--- config.mk ---
export PLATFORM = sky130hd
export DESIGN_NAME = parity_frame_rx
export DESIGN_NICKNAME = d
export VERILOG_FILES = /design/src/rtl/parity_frame_rx.sv
export SDC_FILE = /design/constraint.sdc
export NUM_CORES = 1
export LEC_CHECK = 0
export CAP_MARGIN = 10
export CORE_MARGIN = 2
export CORE_UTILIZATION = 55
export DETAILED_ROUTE_END_ITERATION = 16
export PLACE_DENSITY_LB_ADDON = 0.12
export SLEW_MARGIN = 20
export SYNTH_ARGS = -nofsm -noshare
export SYNTH_HDL_FRONTEND = slang
export SYNTH_SLANG_ARGS = --single-unit
--- constraint.sdc ---
create_clock -name clk -period 2.8 [get_ports clk]
set_clock_uncertainty 0.15 [all_clocks]
set_input_delay 0.42 -clock clk [delete_from_list [all_inputs] [get_ports clk]]
set_output_delay 0.42 -clock clk [all_outputs]
set_load 0.01 [all_outputs]
--- src/rtl/parity_frame_rx.sv ---
// parity_frame_rx: serial receiver for 7-bit frames (start, 4 data bits LSB
// first, parity, stop). It reports the nibble, the parity bit, a parity error
// against the mode latched at the start bit, and a framing error on a low stop bit.
module parity_frame_rx #(
    parameter int CLKS_PER_BIT = 4
) (
    input  logic       clk,
    input  logic       rst_n,
    input  logic       rx,
    input  logic       trig,
    output logic [3:0] data,
    output logic       parity,
    output logic       valid,
    output logic       par_err,
    output logic       frm_err,
    output logic       busy
);

    localparam int CW = $clog2(CLKS_PER_BIT);
    localparam logic [CW-1:0] HALF_LAST = CW'(CLKS_PER_BIT / 2 - 1);
    localparam logic [CW-1:0] FULL_LAST = CW'(CLKS_PER_BIT - 1);
    localparam logic [CW-1:0] CNT_ONE   = CW'(1);

    localparam logic [2:0] S_IDLE  = 3'd0;
    localparam logic [2:0] S_START = 3'd1;
    localparam logic [2:0] S_DATA  = 3'd2;
    localparam logic [2:0] S_PAR   = 3'd3;
    localparam logic [2:0] S_STOP  = 3'd4;

    logic [2:0]    state;
    logic [CW-1:0] cnt;
    logic [1:0]    bit_idx;
    logic [3:0]    shreg;
    logic          par_q;
    logic          mode_q;
    logic          armed;
    logic          rx_meta;
    logic          rx_s;
    logic [1:0]    rst_q;
    logic          run;

    // Two-flop synchronizer for the asynchronous serial line (idles high).
    always_ff @(posedge clk or negedge rst_n) begin
        if (!rst_n) begin
            rx_meta <= 1'b1;
            rx_s    <= 1'b1;
        end else begin
            rx_meta <= rx;
            rx_s    <= rx_meta;
        end
    end

    // Reset-release synchronizer: the FSM stays frozen in IDLE for two edges after rst_n rises.
    always_ff @(posedge clk or negedge rst_n) begin
        if (!rst_n) begin
            rst_q <= '0;
        end else begin
            rst_q <= {rst_q[0], 1'b1};
        end
    end

    assign run = rst_q[1];

    // Receive FSM: mid-bit sampling, data shifting, and result registers.
    // The armed flag blocks a low stop bit (or a line held low from reset) from
    // being taken as a new start bit until the line has been seen high.
    always_ff @(posedge clk or negedge rst_n) begin
        if (!rst_n) begin
            state   <= S_IDLE;
            cnt     <= '0;
            bit_idx <= '0;
            shreg   <= '0;
            par_q   <= 1'b0;
            mode_q  <= 1'b0;
            armed   <= 1'b0;
            data    <= '0;
            parity  <= 1'b0;
            valid   <= 1'b0;
            par_err <= 1'b0;
            frm_err <= 1'b0;
        end else begin
            valid <= 1'b0;
            if (run) begin
                case (state)
                    S_IDLE: begin
                        if (rx_s) begin
                            armed <= 1'b1;
                        end else if (armed) begin
                            state  <= S_START;
                            cnt    <= '0;
                            mode_q <= trig;
                        end
                    end
                    S_START: begin
                        if (cnt == HALF_LAST) begin
                            cnt     <= '0;
                            bit_idx <= '0;
                            state   <= rx_s ? S_IDLE : S_DATA;
                        end else begin
                            cnt <= cnt + CNT_ONE;
                        end
                    end
                    S_DATA: begin
                        if (cnt == FULL_LAST) begin
                            cnt     <= '0;
                            shreg   <= {rx_s, shreg[3:1]};
                            bit_idx <= bit_idx + 2'd1;
                            if (bit_idx == 2'd3) begin
                                state <= S_PAR;
                            end
                        end else begin
                            cnt <= cnt + CNT_ONE;
                        end
                    end
                    S_PAR: begin
                        if (cnt == FULL_LAST) begin
                            cnt   <= '0;
                            par_q <= rx_s;
                            state <= S_STOP;
                        end else begin
                            cnt <= cnt + CNT_ONE;
                        end
                    end
                    S_STOP: begin
                        if (cnt == FULL_LAST) begin
                            cnt     <= '0;
                            data    <= shreg;
                            parity  <= par_q;
                            par_err <= (^shreg) ^ par_q ^ mode_q;
                            frm_err <= ~rx_s;
                            valid   <= 1'b1;
                            armed   <= rx_s;
                            state   <= S_IDLE;
                        end else begin
                            cnt <= cnt + CNT_ONE;
                        end
                    end
                    default: begin
                        state <= S_IDLE;
                    end
                endcase
            end
        end
    end

    // Busy whenever a frame is in progress.
    always_comb begin
        busy = (state != S_IDLE);
    end

endmodule

==> results.yml <==
worst_setup_path:
  path_cells: "or3_1 -> clkdlybuf4s50_1"
  end_kind: "output pin"
  critPathTopFamily: "flip-flops"
  cp_data_arrival_time_ns: 1.80
  slowest_stage: "dfrtp_1"
  critPathBufInv: 1
  crit_type: "reg -> out"
  startpoint_type: "flip-flop"
  required_ns: 2.23
  worst_path_largest_cell_delay_ns: 0.61
  critPathMaxFanout: 20
sta:
  min_period_over_period_pct: 84.5
  drv_slew: 0
  layout_min_cycle_time_ns: 2.37
  rsz0062_at_grt: "false"
  hold_viol: 0
  slew_headroom_pct: 62.4
  finalSetupViolCount: 0
  max_freq_mhz: 423
  fin_setup_tns_ns: 0
  worst_slew_pin_slew_ns: 0.564
placed_design:
  dp_hpwl_um: 1500
  dpl_cell_area_um2: 1420
  io_buffers: 12
  place.gp.congestion: 0.831
finish:
  fin_area_um2: 1460
  area_growth_syn_to_layout_pct: 13.1
  fillCellCount: 178
  drive_above_1_share_pct: 23.1
  multi_input_area_um2: 593
  seq_area_um2: 653
  nets: 131
  antenna-diode-count: 0
logic_synthesis:
  synth-simple-area-share_pct: 15.7
  ys_seq_elements: 26
  synth_xor_area_share_pct: 3.39
  yosysMostFrequentCell: "dfrtp_1"
  synth_top_family_by_area: "simple AND/OR/NAND/NOR gates"
  syn-instance-count: 109
  synth-compound-area-share_pct: 7.75
  syn_nets: 118
  synthArstFlopShare_pct: 100
  yosysTopAreaCellShare_pct: 46.5
  ys.flop_type: "dfrtp_1"
  syn_avg_cell_area_um2: 11.8
  netlist_top_cells_count: "24 x dfrtp_1, 14 x mux2_2, 9 x nand2_1"
  synth.distinct_cells: 36
  ys.warnings.count: 0
  synth-edff-count: 0
  yosys-top-cells-area: "dfrtp_1 47%, mux2_2 12%, ha_1 4.8%"
  synth.area.mux_share_pct: 14.0
  ys_seq_area_share_pct: 50.6
  netlist_area_um2: 1290
  synth_area_leader_cell: "dfrtp_1"
  synth_fa_ha_area_share_pct: 4.84
detailed_routing:
  first_pass_iters: 4
  drt-initial-drc-count: 10
  via_per_inst: 5.60
  drt_wl_total_um: 2050
  wl_per_cell_um: 13.8
  ant_nets: 0
  vias: 834
  drc: 0
power_and_ir_drop:
  seq_power_share_pct: 50.2
  ir_drop_uv: 476
  pwr-share-comb_pct: 32.4
  p_sw_uw: 351
  power_density_nw_per_um2: 724
  power_leakage_nw: 0.661
  swShare_pct: 33.2
  p_clk_share_pct: 17.4
  p_int_uw: 707
  p_total_mw: 1.06
flow_run:
  drv_cap: 0
clock_network:
  cts_setup_buffers: 0
  root_buffer: "clkbuf_4"
  clk_latency_ns: 0.31
  ctsResizeCount: 0
  cts_made_buffers: 3
  cts_tree: "built"
  cts.sinks: 26
  clk_path_buf_depth: 2
  ctsHoldBuffers: 0
  htreeDepth: 1
  path_clk_slew_ns: 0.13
global_route:
  antenna_found_initial: 0
  grt_use_total_pct: 18.2
  grt_first_pass_wirelength_um: 3630
  grt.overflow.total: 0
  grt_pass1_vias: 836
  grt_max_degree: 27
die:
  die_w_um: 52.5
  fp.dieArea_um2: 2750
  core_um2: 2210
  start_util_pct: 58.4
  io_pins: 13
  row_count: 17
  die_y_um: 52.5
outcome:
  status: "finished, final reports clean"
min_path:
  hold_path_class: "reg -> reg"
-- power by group through the flow --
stage	logic, mW	clock network (mW)	registers [mW]
floorplan	0.309	0	0.491
global placement	0.335	0	0.534
detailed placement	0.348	0	0.538
CTS	0.349	0.190	0.531
global route	0.385	0.211	0.547
finish	0.343	0.184	0.531
-- final timing paths --
kind	startpoint	endpoint	slack [ns]	cells past startpoint
worst max-delay path	state[2]$_DFFE_PN0P_	busy	0.43	2
worst min-delay path	rx_meta$_DFF_PN1_	rx_s$_DFF_PN1_	0.22	0
worst max register to register	cnt[0]$_DFFE_PN0P_	state[1]$_DFFE_PN0P_	0.73	5
worst min register to register	rx_meta$_DFF_PN1_	rx_s$_DFF_PN1_	0.22	0
max in group asynchronous	rst_n	rx_s$_DFF_PN1_	1.92	2
min in group asynchronous	rst_n	state[0]$_DFFE_PN0P_	0.29	2
-- layer usage --
metal	share of wire [%]	track usage, %	vias up
met5	0	0	-
met4	1.7	7.69	0
met3	3.7	3.43	5
met2	44	29.2	19
met1	51	24.2	402
li1	-	-	408
-- sequential cells by signal, summed over array words and instances (netlist names), 2 cells and up --
signal and count:
shreg 4, bit_idx 2, data 4, cnt 2
state 3, rst_q 2
-- cell type report --
type	instances	area share, %
clock buffer	4	2.49
inverter	4	1.03
multi-input combinational	74	40.6
sequential	26	44.7
tap	28	2.40
timing repair buffer	13	8.74
-- stage by stage --
stage	utilization (%)	hold slack, ns	cells	setup slack [ns]
after global routing	66.0	0.220	149	0.341
after global placement	64.4	0.195	145	0.787
final	66.0	0.217	149	0.434
after detailed placement	64.4	0.199	145	0.762
after floorplan	-	-0.0256	109	0.830
after CTS	66.0	0.218	149	0.421
-- kinds of logic after synthesis --
group,Yosys count
AND/OR/NAND/NOR,31
flip-flops,26
buffers and inverters,9
adder cells (fa/ha/maj),5
multiplexers,16
other,1
AO/OA/AOI/OAI,16
XOR/XNOR,5
-- worst register-to-register path: stages (launching register included) --
cell      delay, ns
dfrtp_1        0.45
ha_1           0.29
or4b_1         0.50
o211ai_2       0.09
nand3b_2       0.16
mux2_1         0.32
-- cells in the final DEF, fill, tap and decap left out, types with 2 or more instances in the layout --
master and instances:
nor3b_1 2, mux2_2 14, clkbuf_4 3, mux2_1 2, clkdlybuf4s50_1 12, o22ai_1 2, ha_1 5, nand2b_1 2
nand2_1 9, nor2b_1 2, o21ai_0 4, a21oi_1 5, dfrtp_1 24, xnor2_1 5, dfstp_2 2, or3b_2 2
nor3_1 2, inv_1 4, nor2_1 2
Power figures use the tool's default switching activity.
==> patch: new RTL, config.mk and constraints unchanged <==
`CLKS_PER_BIT`: 4 -> 8.
--- a/src/rtl/parity_frame_rx.sv
+++ b/src/rtl/parity_frame_rx.sv
@@ -2,7 +2,7 @@
 // first, parity, stop). It reports the nibble, the parity bit, a parity error
 // against the mode latched at the start bit, and a framing error on a low stop bit.
 module parity_frame_rx #(
-    parameter int CLKS_PER_BIT = 4
+    parameter int CLKS_PER_BIT = 8
 ) (
     input  logic       clk,
     input  logic       rst_n,
Check against the original RTL: not equivalent (Yosys sat finds a counterexample within 10 cycles, from zero or initial values and one cycle with rst_n low).
==> patch against the unedited design <==
Area after synthesis up 10%; via count up 14%; wire length up 19%; largest power group unchanged; fmax down 5.6%; largest cell class is now multi-input combinational cells; setup slack worse by 0.14 ns; sequential share of layout area down 1.6 points; worst hold slack better by 0.0062 ns; cell area up 7.8%; sequential cell count up 1; total power down 15%.
==> patch: results (changes against the unedited design) <==
* Lkg Pwr at 0.742 nW (+12%)
* Worst ir drop on vdd at 0.423 mV (-11%)
* Multi-input comb cells at 86 (+16%)
* Fillers at 196 (+10%)
* Met3 Track Usage GR at 0.0601 (+0.0258)
* Total wirelength of the detailed-routed design at 2440 um (+19%)
* Number of flip-flops and latches in the synthesized netlist at 27 (+3.8%)
* Met3 WL post-DR at 74 um (-1.3%)
* Maximum fanout along the worst path at 21 (+5.0%)
* Commonest cells in the netlist: sky130_fd_sc_hd__dfrtp_1 (25), sky130_fd_sc_hd__mux2_1 (10), sky130_fd_sc_hd__ha_1 (6), sky130_fd_sc_hd__nand2_1 (6), sky130_fd_sc_hd__o21ai_0 (6)
* Detailed router's first-iteration violation count at 14 (+4)
* Power Clock at 0.167 mW (-9%)
* Clock latency at the later pin of the worst-skew pair at 0.33 ns (+0.02 ns)
* Post-route worst setup slack at 0.293 ns (-0.142 ns)
* Fraction of area in non-clock buffers at 0.0811 (-0.00632)
* Number of instances in the placed design at 162 (+12%)
* Combinational gate power at 0.237 mW (-31%)
* Synthesized instance count at 125 (+15%)
* Reg-to-reg endpoint: data[1]$_DFFE_PN0P_
* Largest net degree at the start of global routing at 28 (+3.7%)
* Run status: finished, final reports clean
* Count of clock buffers in the final design at 3 (-1)
* Worst slack at placement at 0.669 ns (-0.0937 ns)
* Total length of routed met2 wires at 1160 um (+29%)
* Placer's final routability congestion estimate at 0.768 (-7.5%)
* Number of distinct library cells after synthesis at 44 (+22%)
* Wire length the detailed router placed on met1 at 1170 um (+13%)
* Fraction of power consumed by the clock network at 0.185 (+0.011)
* Largest registers: data: 4 flops, shreg: 4 flops
* Proportion of layout cells with a drive suffix above 1 at 0.140 (-0.0917)
* Switching power of the nets at 0.278 mW (-21%)
* Global-route total usage across every layer at 0.193 (+0.0109)
* Final standard cell count with taps included and fillers excluded at 166 (+11%)
* Headroom to the max-slew limit at 0.612 (-0.0124)
* Vias/cell at 5.72 (+2.1%)
* Mapped Nets at 135 (+14%)
* Share of the final layout cell area in sequential cells at 0.431 (-0.0165)
* Cell depth of the worst flop-to-flop path at 4 (-1)
* Share of synthesized cell area in full adder, half adder and majority cells at 0.0528 (+0.00432)
* Synth top area cells: sky130_fd_sc_hd__dfrtp_1 (44%), sky130_fd_sc_hd__mux2_1 (7.9%), sky130_fd_sc_hd__ha_1 (5.3%)
* Detail Placement HPWL at 1820 um (+22%)
* Count of nets after finishing at 147 (+12%)
* Crit path arrival time at 1.94 ns (+0.14 ns)
* Area occupied by multi-input gates at 681 sq um (+15%)
* Xor/xnor share of the synthesized area at 0.0308 (-0.00313)
* Share of the yosys chip area belonging to registers at 0.477 (-0.0291)
* Inverters excl. clock at 6 (+2)
* Via count of the first global-routing pass at 870 (+4.1%)
* Instance area after placement at 1550 sq um (+8.6%)
* Reg2reg setup slack at 0.71 ns (-0.02 ns)
[patch: kinds of logic (layout without fill, tap and decap cells)]
kind of cell             Yosys count  in the layout
AO/OA/AOI/OAI                     28             28
XOR/XNOR                           5              5
adder cells (fa/ha/maj)            6              6
buffers and inverters             12             23
flip-flops                        27             27
multiplexers                      14             14
other                              1              1
AND/OR/NAND/NOR                   32             32
[patch: how the worst min path moves through the flow]
stage                       startpoint                 end  slack (ns)  cells past startpoint
global route         rx_meta$_DFF_PN1_      rx_s$_DFF_PN1_        0.24                      0
floorplan                        rst_n   armed$_DFFE_PN0P_       -0.03                      0
global placement    rst_q[0]$_DFF_PN0_  rst_q[1]$_DFF_PN0_        0.19                      0
finish              rst_q[0]$_DFF_PN0_  rst_q[1]$_DFF_PN0_        0.22                      0
detailed placement  rst_q[0]$_DFF_PN0_  rst_q[1]$_DFF_PN0_        0.19                      0
CTS                  rx_meta$_DFF_PN1_      rx_s$_DFF_PN1_        0.23                      0
